[src/rtl/mont_mul_pipe.sv]
// Three-stage pipelined Montgomery multiplier (REDC) with valid/ready flow control.
// Modes: multiply, convert into the Montgomery domain, convert out of it.
module mont_mul_pipe #(
  parameter int unsigned      WIDTH  = 32,
  parameter logic [WIDTH-1:0] MOD    = WIDTH'(998244353),
  parameter logic [WIDTH-1:0] NPRIME = WIDTH'(998244351),
  parameter logic [WIDTH-1:0] R2MOD  = WIDTH'(932051910),
  parameter int unsigned      TAG_W  = 4
) (
  input  logic             clk,
  input  logic             rst_n,
  input  logic             in_valid,
  output logic             in_ready,
  input  logic [1:0]       in_op,
  input  logic [WIDTH-1:0] in_a,
  input  logic [WIDTH-1:0] in_b,
  input  logic [TAG_W-1:0] in_tag,
  output logic             out_valid,
  input  logic             out_ready,
  output logic [WIDTH-1:0] out_data,
  output logic [TAG_W-1:0] out_tag,
  output logic             out_err
);

  localparam int unsigned W2 = 2 * WIDTH;

  logic             adv;
  logic [WIDTH-1:0] b_eff;
  logic             in_err;
  logic [W2-1:0]    t_next;

  logic             s1_valid;
  logic             s1_err;
  logic [W2-1:0]    s1_t;
  logic [TAG_W-1:0] s1_tag;
  logic [WIDTH-1:0] m_next;

  logic             s2_valid;
  logic             s2_err;
  logic [W2-1:0]    s2_t;
  logic [WIDTH-1:0] s2_m;
  logic [TAG_W-1:0] s2_tag;

  logic [W2-1:0]    mm;
  logic [W2:0]      sum;
  logic [WIDTH:0]   u;
  logic [WIDTH:0]   u_red;
  logic             sum_lo_unused;

  // Whole pipeline moves as one; a stalled output freezes every stage.
  assign adv      = ~out_valid | out_ready;
  assign in_ready = adv;

  always_comb begin
    case (in_op)
      2'd1:    b_eff = R2MOD;
      2'd2:    b_eff = WIDTH'(1);
      default: b_eff = in_b;
    endcase
  end

  assign in_err = (in_a >= MOD) | (b_eff >= MOD) | (in_op == 2'd3);
  assign t_next = {{WIDTH{1'b0}}, in_a} * {{WIDTH{1'b0}}, b_eff};

  // Truncating to WIDTH bits gives the mod-R reduction for free.
  assign m_next = s1_t[WIDTH-1:0] * NPRIME;

  // Low half of the sum is zero by construction of m; only the carry matters.
  assign mm            = {{WIDTH{1'b0}}, s2_m} * {{WIDTH{1'b0}}, MOD};
  assign sum           = {1'b0, s2_t} + {1'b0, mm};
  assign u             = sum[W2:WIDTH];
  assign u_red         = (u >= {1'b0, MOD}) ? (u - {1'b0, MOD}) : u;
  assign sum_lo_unused = ^{sum[WIDTH-1:0], u_red[WIDTH]};

  always_ff @(posedge clk or negedge rst_n) begin
    if (!rst_n) begin
      s1_valid  <= 1'b0;
      s1_err    <= 1'b0;
      s1_t      <= '0;
      s1_tag    <= '0;
      s2_valid  <= 1'b0;
      s2_err    <= 1'b0;
      s2_t      <= '0;
      s2_m      <= '0;
      s2_tag    <= '0;
      out_valid <= 1'b0;
      out_data  <= '0;
      out_tag   <= '0;
      out_err   <= 1'b0;
    end else if (adv) begin
      s1_valid  <= in_valid;
      s1_err    <= in_err;
      s1_t      <= t_next;
      s1_tag    <= in_tag;
      s2_valid  <= s1_valid;
      s2_err    <= s1_err;
      s2_t      <= s1_t;
      s2_m      <= m_next;
      s2_tag    <= s1_tag;
      out_valid <= s2_valid;
      out_data  <= u_red[WIDTH-1:0];
      out_tag   <= s2_tag;
      out_err   <= s2_err;
    end
  end

endmodule

[config.mk]
export PLATFORM = sky130hd
export DESIGN_NAME = mont_mul_pipe
export DESIGN_NICKNAME = d
export VERILOG_FILES = /design/src/rtl/mont_mul_pipe.sv
export SDC_FILE = /design/constraint.sdc
export NUM_CORES = 2
export LEC_CHECK = 0
export BUFFER_PORTS_ARGS = -buffer_cell sky130_fd_sc_hd__buf_2
export CORE_ASPECT_RATIO = 0.9
export CORE_MARGIN = 2
export CORE_UTILIZATION = 70
export CTS_CLUSTER_DIAMETER = 60
export DETAILED_ROUTE_END_ITERATION = 10
export GPL_TIMING_DRIVEN = 0
export PLACE_DENSITY = 0.88
export SYNTH_ARGS = -nofsm -noshare
export SYNTH_HDL_FRONTEND = slang
export SYNTH_SLANG_ARGS = --single-unit
[constraint.sdc]
create_clock -name clk -period 19 [get_ports clk]
set_input_delay 0.95 -clock clk [delete_from_list [all_inputs] [get_ports clk]]
set_output_delay 0.95 -clock clk [all_outputs]
set_load 0.1 [all_outputs]
; ---- Word level (Yosys, flattened, before mapping)
; Cells that the tools add are included.
[word_totals]
inputBits = 74
wordCells = 30
regBits = 210
[classes]
n_mul = 3
add_sub_neg = 2
bitwise = 4
order_cmp = 3
eq_ne = 3
mux = 2
[ops]
columns = operator, count
row1 = $add 64x62->65, 1
row2 = $ge 32x30->1 const B, 2
row3 = $mul 32x32->64, 1
row4 = $pmux 32 s2, 1
row5 = $mul 32x30->62 const B, 1
row6 = $ge 33x30->1 const B, 1
row7 = $mul 32x30->32 const B, 1
row8 = $mux 32, 1
row9 = $sub 32x30->32 const B, 1
row10 = $eq 2x2->1 const B, 2
row11 = $or 1x1->1, 3
row12 = $eq 2x1->1 const B, 1
row13 = $not 1->1, 1

; ---- Logic depth before layout (Yosys ltp)
[logic_depth]
depth_word = 5
mapped_depth = 37
ltp_nobuf = 33

; ---- Worst setup path after synthesis
; OpenSTA, ideal clock, no wires.
[synth_timing]
kind = input-to-reg
from = in in_op[0]
to = reg s1_t[60]
path_buffers = 6
setup_ps = 69
required_ps = 18931
path_slack_ps = 9346
arrival_ps = 9585
cell_stages = 32
path_cell_list = inv_1 -> ha_1 -> clkbuf_1 -> clkbuf_1 -> clkbuf_1 -> clkbuf_1 -> clkbuf_1 -> clkbuf_1 -> and3_1 -> fa_1 -> fa_1 -> fa_1 -> fa_1 -> fa_1 -> fa_1 -> fa_1 -> inv_1 -> fa_1 -> inv_1 -> ha_1 -> and3_1 -> and3_1 -> and2_1 -> nand3_1 -> nor4_1 -> o21ai_0 -> a21oi_1 -> a211oi_1 -> nor2_1 -> a21oi_1 -> or4b_2 -> nand3_1
[synth_between]
elab_chain_len = 3
word_cells_on_any_way = 4
cone_classes = mul: 1 / eq/ne: 2 / mux: 1
[synth_rtl]
columns = item, line
row1 = "start, declared", 14  ; input logic [1:0] in_op,
row2 = $eq 2x2->1 or $eq 2x1->1 (tied branches), 55  ; case (in_op)
row3 = $pmux 32 s2 *, 55
row4 = $mul 32x32->64 *, 63  ; assign t_next = {{WIDTH{1'b0}}, in_a} * {{WIDTH{1'b0}}, b_eff};
row5 = "end signal, assigned", 93  ; s1_t <= t_next;
row6 = "end, declared", 34  ; logic [W2-1:0] s1_t;
; Mark *: on every way between the ends. The rest lies on a longest branch, timed or not.
; A chain may end at the register's enable or synchronous reset.

; ---- Worst setup path in the final report
; Same ends and word-level chain as after synthesis.

==> results_dict.tcl <==
set metrics [dict create \
    grt_pass1_vias 54700 \
    drive_gt1_share_pct 2.70 \
    cts_tree "built" \
    synth_edf_count 0 \
    dr.first_iter.drc_count 6160 \
    async_reset_ff_share_pct 100 \
    wl_per_cell_microns 28.2 \
    setup_viol 0 \
    worst_slew_pin_slew_ns 1.45 \
    root_buffer "clkbuf_16" \
    clock_latency_ns 0.54 \
    critical-path-top-delay-family "adder cells" \
    final-hold-violation-count 0 \
    cts_resized 0 \
    yosysTopAreaCell "fa_1" \
    htreeDepth 1 \
    period_share_pct 69.3 \
    grt_max_degree 116 \
    multiInputGateArea_sq_um 48800 \
    numCtsBuffers 23 \
    final_area_sq_um 64200 \
    gr-total-overflow 0 \
    area_growth_pct 4.50 \
    vias 51400 \
    seq_area_frac_synth_pct 8.51 \
    start_kind "input pin" \
    crit_cells 35 \
    final_nets 8995 \
    drc 0 \
    status "finished clean" \
    die_h_microns 285 \
    viasPerCell 6.35 \
    yosysWarnings 0 \
    reg2regPathDepth 28 \
    dieArea_sq_um 90200 \
    syn_nets 8857 \
    cp.arrival_ns 13.64 \
    yosysMostFrequentCell "inv_1" \
    synth_top_flop_cell "dfrtp_1" \
    slew_headroom_pct 3.15 \
    crit_path_frequent_cell "fa_1" \
    grt_first_pass_wirelength_microns 338000 \
    cp_slowest_cell "nor4_1" \
    path_class "in2reg" \
    cp-end-kind "flip-flop" \
    fmax_ghz 0.0760 \
    antenna_left 0 \
    num_io_pins 113 \
    crit_path_max_incr_delay_ns 1.05 \
    synth-seq-cells 209 \
    start_util_pct 70.3 \
    finalSetupTns_ns 0 \
    r2r-start "s2_m[3]" \
    skew_ns 0.0176 \
    synth_top_cell_area_share_pct 42.9 \
    netlist_instances 6786 \
    synth_common_cells "inv_1 (1686), fa_1 (1317), nand2_1 (980)" \
    core_sq_um 87400 \
    place_congestion 1.12 \
    crit_fanout 12 \
    synth.avg_cell_area_sq_um 9.06 \
    synthTopCellsByArea "fa_1 (43%), ha_1 (14%), inv_1 (10%)" \
    cp-startpoint "in_op[0]" \
    post_cts_buffers 0 \
    cts.sinks 209 \
    dpl_cell_area_sq_um 63500 \
    min_path_type "in2async" \
    clk_pin_slew_worst_paths_ns 0.06 \
    max-cap-violations 0 \
    port_buffers 112 \
    clock_path_buffers 3 \
    period_minus_slack_ns 13.16 \
    synth_cell_types 87 \
    antenna_found_initial 18 \
    hpwlAfterDp_microns 189000 \
    die_w_microns 316 \
    totalWireLength_microns 229000 \
    fillers 6297 \
    firstDrtPassIters 9 \
    grt.total_usage_pct 51.8 \
    rsz0062_at_grt "false" \
    finalMaxSlewViolations 0 \
    synth_area_sq_um 61500 \
    fp-row-count 103 \
    regArea_sq_um 5230 \
    worstPathRequired_ns 19.48 \
    crit_buf_inv 12 \
    cts_hold_buf 0 \
]
==> placed cells by master (no fill, tap or decap), types with 32 or more instances in the layout <==
cell	Yosys	layout
ha_1	680	680
dfrtp_1	209	209
nand2_1	980	980
a21oi_1	176	176
and3_1	151	151
nand4_1	35	35
nand3_1	51	51
nor2_1	156	156
nor3_1	32	32
clkbuf_1	284	285
fa_1	1317	1317
inv_1	1686	1686
xnor2_1	91	91
xor2_1	49	49
nor2b_1	104	104
and2_1	213	213
a31oi_1	37	37
a21o_1	88	88
o21ai_0	143	143
buf_2	4	115
==> cell type report <==
cell class              instances  share of cell area, %
multi-input cells            4597                   75.9
clock inverters                 9                  0.103
diodes                         14                 0.0545
clock buffers                  27                  0.966
inverters                    1686                   9.85
plain buffers                 294                   1.77
flip-flops and latches        209                   8.14
well taps                    1155                   2.25
repair buffers                113                  0.931
==> worst paths after layout <==
check | to | slack (ns)
worst max-delay path | s1_t[60] | 5.84
worst min-delay path | out_data[14] | 0.39
worst max register to register | out_data[19] | 9.36
worst min register to register | out_tag[3] | 0.46
max in group asynchronous | s1_t[11] | 17.56
min in group clk | out_tag[3] | 0.46
==> kinds of logic (layout without fill, tap and decap cells) <==
kind of cell	Yosys count	after routing	synth area share, %
other	0	14	0
adder cells (fa/ha/maj)	1997	1997	56.7
flip-flops	209	209	8.51
XOR/XNOR	140	140	1.99
AO/OA/AOI/OAI	634	634	6.60
multiplexers	10	10	0.173
AND/OR/NAND/NOR	1816	1816	13.8
buffers and inverters	1980	2129	12.1
==> registers in the layout (all words and copies together), names as in the netlist, 4 cells and up <==
name	flops
out_data	32
out_tag	4
s1_t	64
s1_tag	4
s2_m	31
s2_t	64
s2_tag	4
==> per-layer routing <==
| layer | GRT usage [%] | part of all wire, % | up-vias |
|---|---|---|---|
| li1 | - | - | 20800 |
| met2 | 75.9 | 42 | 4059 |
| met4 | 38.4 | 9.7 | 16 |
| met3 | 18.8 | 14 | 1280 |
| met1 | 63.1 | 34 | 25300 |
| met5 | 0 | 0.050 | - |
==> per-stage QoR <==
stage | std cells | setup WS (ns) | utilization [%] | hold slack (ns)
finish | 8104 | 5.84 | 73.5 | 0.395
global route | 8092 | 5.63 | 73.5 | 0.471
CTS | 8090 | 6.46 | 73.5 | 0.449
detailed placement | 8054 | 5.94 | 72.7 | 0.451
global placement | 8053 | 6.10 | 72.6 | 0.448
floorplan | 6786 | 9.35 | - | 0.430
Power is left out: the tool's default activity adds up to more than one toggle a clock period on the data nets, which glitch-free logic cannot reach.
